### src/rtl/stop_watch_ctrl.sv
// Control FSM for a 4-digit BCD stopwatch: turns start/stop, lap and clear buttons into
// datapath go/clr/up controls, freezes the display on lap and raises an alarm when a countdown reaches 0.00.0.
module stop_watch_ctrl #(
    parameter int SYNC_STAGES = 2,
    parameter int DIGIT_W     = 4
) (
    input  logic               clk,
    input  logic               reset,
    input  logic               btn_go,
    input  logic               btn_lap,
    input  logic               btn_clr,
    input  logic               sw_up,
    input  logic [DIGIT_W-1:0] cnt_d3,
    input  logic [DIGIT_W-1:0] cnt_d2,
    input  logic [DIGIT_W-1:0] cnt_d1,
    input  logic [DIGIT_W-1:0] cnt_d0,
    output logic               go,
    output logic               clr,
    output logic               up,
    output logic [DIGIT_W-1:0] disp_d3,
    output logic [DIGIT_W-1:0] disp_d2,
    output logic [DIGIT_W-1:0] disp_d1,
    output logic [DIGIT_W-1:0] disp_d0,
    output logic               alarm,
    output logic [2:0]         dbg_state
);

    typedef enum logic [2:0] {
        S_IDLE  = 3'd0,
        S_RUN   = 3'd1,
        S_LAP   = 3'd2,
        S_PAUSE = 3'd3,
        S_DONE  = 3'd4
    } state_t;

    state_t state, state_next;

    // Button bit order inside the vectors: [2]=clr, [1]=lap, [0]=go
    logic [SYNC_STAGES-1:0][2:0] sync_q;
    logic [2:0] synced, dly_q, press;

    logic [DIGIT_W-1:0] lap_d3, lap_d2, lap_d1, lap_d0;
    logic prev_zero, zero, running, zero_hit;
    logic up_next, clr_next, lap_load;
    logic ev_go, ev_lap, ev_clr;

    always_ff @(posedge clk) begin
        if (reset) begin
            sync_q <= '0;
            dly_q  <= '0;
        end else begin
            sync_q[0] <= {btn_clr, btn_lap, btn_go};
            for (int i = 1; i < SYNC_STAGES; i++) begin
                sync_q[i] <= sync_q[i-1];
            end
            dly_q <= synced;
        end
    end

    assign synced = sync_q[SYNC_STAGES-1];
    assign press  = synced & ~dly_q;
    assign ev_go  = press[0];
    assign ev_lap = press[1];
    assign ev_clr = press[2];

    assign zero     = (cnt_d3 == '0) && (cnt_d2 == '0) && (cnt_d1 == '0) && (cnt_d0 == '0);
    assign running  = (state == S_RUN) || (state == S_LAP);
    // Only a fresh arrival at zero counts, so a countdown started at 0.00.0 wraps instead of firing
    assign zero_hit = running && !up && zero && !prev_zero;

    always_ff @(posedge clk) begin
        if (reset) begin
            state <= S_IDLE;
        end else begin
            state <= state_next;
        end
    end

    // Only the highest-priority press (clr > go > lap) is acted on; a dominant but ignored clr masks the rest
    always_comb begin
        state_next = state;
        up_next    = up;
        clr_next   = 1'b0;
        lap_load   = 1'b0;
        case (state)
            S_IDLE: begin
                if (ev_clr) begin
                    clr_next = 1'b1;
                end else if (ev_go) begin
                    state_next = S_RUN;
                    up_next    = sw_up;
                end
            end
            S_RUN: begin
                if (zero_hit) begin
                    state_next = S_DONE;
                end else if (!ev_clr) begin
                    if (ev_go) begin
                        state_next = S_PAUSE;
                    end else if (ev_lap) begin
                        state_next = S_LAP;
                        lap_load   = 1'b1;
                    end
                end
            end
            S_LAP: begin
                if (zero_hit) begin
                    state_next = S_DONE;
                end else if (!ev_clr) begin
                    if (ev_go) begin
                        state_next = S_PAUSE;
                    end else if (ev_lap) begin
                        state_next = S_RUN;
                    end
                end
            end
            S_PAUSE: begin
                if (ev_clr) begin
                    state_next = S_IDLE;
                    clr_next   = 1'b1;
                end else if (ev_go) begin
                    state_next = S_RUN;
                end
            end
            S_DONE: begin
                if (ev_clr) begin
                    state_next = S_IDLE;
                    clr_next   = 1'b1;
                end else if (ev_go) begin
                    state_next = S_IDLE;
                end
            end
            default: state_next = S_IDLE;
        endcase
    end

    always_ff @(posedge clk) begin
        if (reset) begin
            up        <= 1'b1;
            clr       <= 1'b1;
            prev_zero <= 1'b1;
            lap_d3    <= '0;
            lap_d2    <= '0;
            lap_d1    <= '0;
            lap_d0    <= '0;
        end else begin
            up        <= up_next;
            clr       <= clr_next;
            prev_zero <= zero;
            if (lap_load) begin
                lap_d3 <= cnt_d3;
                lap_d2 <= cnt_d2;
                lap_d1 <= cnt_d1;
                lap_d0 <= cnt_d0;
            end
        end
    end

    assign go        = running;
    assign alarm     = (state == S_DONE);
    assign disp_d3   = (state == S_LAP) ? lap_d3 : cnt_d3;
    assign disp_d2   = (state == S_LAP) ? lap_d2 : cnt_d2;
    assign disp_d1   = (state == S_LAP) ? lap_d1 : cnt_d1;
    assign disp_d0   = (state == S_LAP) ? lap_d0 : cnt_d0;
    assign dbg_state = state;

endmodule

### config.mk
export PLATFORM = sky130hd
export DESIGN_NAME = stop_watch_ctrl
export DESIGN_NICKNAME = d
export VERILOG_FILES = /design/src/rtl/stop_watch_ctrl.sv
export SDC_FILE = /design/constraint.sdc
export NUM_CORES = 1
export LEC_CHECK = 0
export CAP_MARGIN = 10
export CORE_MARGIN = 5
export CORE_UTILIZATION = 42
export DETAILED_ROUTE_END_ITERATION = 10
export GPL_TIMING_DRIVEN = 0
export PLACE_DENSITY = 0.75
export SLEW_MARGIN = 10
export SYNTH_ARGS = -nofsm -noshare
export SYNTH_HDL_FRONTEND = slang
export SYNTH_SLANG_ARGS = --single-unit
### constraint.sdc
create_clock -name clk -period 1.55 [get_ports clk]
set_clock_uncertainty 0.1 [all_clocks]
set_input_delay 0.31 -clock clk [delete_from_list [all_inputs] [get_ports clk]]
set_output_delay 0.31 -clock clk [all_outputs]
set_load 0.01 [all_outputs]
Word-level counts from Yosys, hierarchy flattened
Index checks and enable logic that the tools add are counted.
Widths: inputs -> output; s select.

cells by class
  magnitude comparators = 0
  multiply operators = 0
  bitwise operators = 3
  shift-type cells = 0
  divide/modulo/power cells = 0
  equality and inequality tests = 10
  reduce and logical (&&, ||, !) cells = 17
  add/subtract/negate cells = 0
  mux-type cells = 25

operators with widths
  operator            number
  $mux 3              13
  $logic_not 4->1     4
  $mux 4              4
  $pmux 3 s5          1
  $ne 4x4->1 const B  2
  $mux 1              7
  $eq 3x2->1 const B  2
  $logic_and 1x1->1   6
  $ne 3x3->1 const B  2
  $reduce_and 6->1    1
  $and 3x3->3         1
  $eq 3x1->1 const B  1
  $eq 3x3->1 const B  1
  $logic_not 3->1     1
  $ne 3x1->1 const B  1
  $not 3->3           1
  $reduce_and 3->1    1
  $reduce_or 3->1     1
  $logic_not 1->1     2
  $ne 2x2->1 const B  1
  $logic_or 1x1->1    1
  $not 1->1           1

word-level totals
  register bits = 31
  memories = 0
  ROM bits = 0
  bits in latches = 0
  input bits = 22
  output and inout port bits = 23
  RAM bits = 0

Longest topological paths before layout
  depth after elaboration = 8
  depth in mapped cells = 6
  depth with buffers taken out = 4

Worst setup path before layout
Ideal clock, no wire load.

  path type = register to output
  from = register state[1], in the netlist dbg_state[1]
  to = output port disp_d0[0]
  setup slack = -301 ps
  arrival = 1441 ps
  stages on the path, launching flop included = 6
  cells stage by stage = dfxtp_1 -> buf_6 -> inv_2 -> nor3_4 -> buf_4 -> mux2_1

between the ends
  word-level cells in the longest chain between the ends = 2

ends and longest elaborated chain
  element                 RTL line  RTL
  from (decl)             36        state_t state, state_next;
  from (signal assigned)  75        state <= state_next;
  $eq 3x2->1              164       assign disp_d0 = (state == S_LAP) ? lap_d0 : cnt_d0;
  $mux 4                  164
  to (decl)               23        output logic [DIGIT_W-1:0] disp_d0,

Every way passes these cells.

Worst setup path in the final report
  from = register state[1], in the netlist dbg_state[1]
  to = output port disp_d3[2]

between the ends
  word-level cells in the longest chain between the ends = 2

ends and longest elaborated chain
  element     RTL line  RTL
  $eq 3x2->1  161       assign disp_d3 = (state == S_LAP) ? lap_d3 : cnt_d3;
  $mux 4      161
  to (decl)   20        output logic [DIGIT_W-1:0] disp_d3,

Every way passes these cells.

==> flow_summary.toml <==
[run_status]
status = "finished with violations"
violations = "negative setup slack"

[sta]
setup_tns_ns = -11.98
max_clock_freq_mhz = 480
hold_viol_final = 0
rsz0062_at_grt = "yes"
finalCriticalPeriod_ns = 2.08
final.period_utilization_pct = 134
setup_slack_ns = -0.534
tightest_slew_ns = 0.431
slew_violations = 0
slew_headroom_pct = 71.2
setup_violations = 36

[final_layout]
nets = 248
syn_to_final_growth_pct = 69.1
fin_cells = 275
drive_gt1_share_pct = 41.0
stdcell_area_um2 = 2680
fillers = 238
antenna_cells = 0
utilization_pct = 73.2

[global_routing]
grt_pass1_wl_um = 6650
grt_usage_pct = 16.3
grt_start_max_net_pins = 11
antenna_found_initial = 0
grt-ovfl-total = 0
grt_pass1_vias = 1417

[critical_path]
reg2reg_slack_ns = -0.27
cpMostUsedCell = "buf_6"
crit_path_top_delay_cell = "dfxtp_4"
cp.required_ns = 1.14
cp-end-kind = "primary output"
crit_chain = "inv_4 > nor3_4 > buf_6 > buf_6 > mux2_4 > buf_6"
reg2reg_from = "dbg_state[1]"
critPathKind = "reg -> out"
max_stage_delay_ns = 0.37
worst_setup_path_start_kind = "flip-flop"
reg2reg_to = "lap_d0[0]"
crit_fanout = 4
reg2regPathDepth = 8
worstPathArrival_ns = 1.67

[yosys]
synth_cell_type_count = 34
synth-seq-area-share_pct = 39.1
synth_edf_count = 0
synth_async_sr_flop_share_pct = 0
synth_fa_ha_area_share_pct = 0
yosys_warnings = 0
avgSynthCellArea_um2 = 10.4
synth.top_cell.area_share_pct = 39.1
netlist_top_cells_count = "nand2b_1 (33), dfxtp_1 (31), mux2i_1 (17)"
synth.most_common_cell = "nand2b_1"
synth-compound-area-share_pct = 5.84
synthMuxAreaShare_pct = 22.1
synth-simple-area-share_pct = 27.1
synth_ff_type = "dfxtp_1"
synth_fp_nets = 174
synth_xor_xnor_area_share_pct = 1.03
ys_ff_latch = 31
synth_cells = 152
syn_area_um2 = 1590
synth_top_cell_by_area = "dfxtp_1"
synth_top_family_by_area = "simple AND/OR/NAND/NOR gates"
synthTopCellsByArea = "dfxtp_1 (39%), nand2b_1 (13%), mux2i_1 (11%)"

[floorplan]
coreArea_um2 = 3660
start_util_pct = 43.3
die_w_um = 71.4
rows = 22
die_area_um2 = 5100
die_h_um = 71.4
boundaryPins = 45

[detailed_routing]
routed_via_density = 4.98
drc = 0
ant_nets = 0
wl_per_cell_um = 15.7
drt_first_pass_iters = 4
vias = 1370
drt_iter0_markers = 52
finalWirelength_um = 4320

[cts]
cts_tree = "done"
htreeDepth = 2
cts_buffers = 5
root_buffer = "clkbuf_8"
clk-insertion-delay-late_ns = 0.27
clockBufferDepth = 2
holdBufCountCts = 0
clkTransAtPathRegs_ns = 0.07
clock-sinks = 31

[power]
total_power_uw = 2020
powerDensity_nw_per_um2 = 754
vdd_drop_max_mv = 0.549
p_leak_uw = 0.00117

[worst_hold_path]
hold_end = "lap_d3[1]"
hp-start = "cnt_d3[1]"
hold_class = "in -> reg"
worst_hold_path.num_cells = 3

[placed_design]
place.gp.congestion = 0.826
hpwl_um = 2670
portBuffers = 43
placed_area_um2 = 2120
dp.cells = 243

[flow_run]
cap_violations = 0
==> layout by cell type (no fill, tap or decap), types with 2 or more instances in the layout <==
cell type	n
a21oi_1	4
buf_12	3
buf_4	10
buf_6	30
clkbuf_1	5
clkbuf_8	6
clkdlybuf4s50_1	5
dfxtp_1	28
dfxtp_4	3
dlygate4sd2_1	5
dlymetal6s2s_1	14
mux2_4	16
mux2i_1	16
nand2b_1	33
nor2_1	4
nor2b_1	10
nor4_2	3
nor4_4	2
o21ai_0	2
==> metrics by stage <==
stage,hold slack (ns),setup slack [ns]
after CTS,0.350,-0.579
final,0.267,-0.534
after global routing,0.293,-0.596
after floorplan,0.314,-0.155
after global placement,0.319,-0.751
after detailed placement,0.334,-0.767
==> per-layer routing <==
| layer | global-route usage [%] | up-vias | wire, µm | share of wire (%) |
|---|---|---|---|---|
| li1 | - | 670 | - | - |
| met1 | 19.4 | 664 | 1800 | 42 |
| met2 | 28.7 | 32 | 2320 | 54 |
| met3 | 3.51 | 4 | 169 | 3.9 |
| met4 | 5.64 | 0 | 43 | 0.99 |
| met5 | 0 | - | 0 | 0 |
==> worst max-delay path, delay by kind of cell (launching register included) <==
| kind | cells | cell delay [ns] |
|---|---|---|
| multiplexers | 1 | 0.29 |
| buffers and inverters | 4 | 0.46 |
| flip-flops | 1 | 0.37 |
| AND/OR/NAND/NOR | 1 | 0.28 |
==> what timing repair did <==
item	4_1_cts	5_1_grt
cloned	2	0
resized for setup	113	39
setup buffers	16	8
setup endpoints to repair	42	40
pin swaps	4	3
==> worst max path at each step <==
stage | start | to | slack [ns] | depth (start not counted)
5_1_grt | dbg_state[1] | disp_d1[2] | -0.60 | 6
6_report | dbg_state[1] | disp_d3[2] | -0.53 | 6
4_1_cts | dbg_state[1] | disp_d0[2] | -0.58 | 7
2_1_floorplan | dbg_state[1] | disp_d0[0] | -0.15 | 5
3_3_place_gp | dbg_state[2] | disp_d2[0] | -0.75 | 4
3_5_place_dp | dbg_state[2] | disp_d0[2] | -0.77 | 4
==> flip-flops by register name (all words and copies together) (netlist names) <==
register and flops:
clr 1, dbg_state 3, dly_q 3, lap_d0 4, lap_d1 4, lap_d2 4
lap_d3 4, prev_zero 1, sync_q 3, synced 3, up 1
==> cell families (layout without fill, tap and decap cells) <==
logic type                Yosys count  after routing
DFF                                31             31
xor gates and xnor gates            1              1
and+or+nand+nor                    65             65
muxes                              33             33
buffers and inverters              11             86
AOI/OAI and AO/OA                  11             11
==> area by class of cell <==
class | instances | area, µm² | area share [%]
Timing Repair Buffer | 69 | 768 | 28.7
Clock inverter | 2 | 35.0 | 1.31
Inverter | 2 | 10.0 | 0.373
Sequential cell | 31 | 632 | 23.6
Clock buffer | 6 | 82.6 | 3.08
Tap cell | 48 | 60.1 | 2.24
Buffer | 7 | 50.0 | 1.87
Multi-Input combinational cell | 110 | 1040 | 38.9
==> where the power goes <==
part	internal (µW)	switching (µW)
clock	520	295
sequential	813	10.9
combinational	226	155
total	1560	461
No activity file was read; power rests on OpenSTA's default activity.
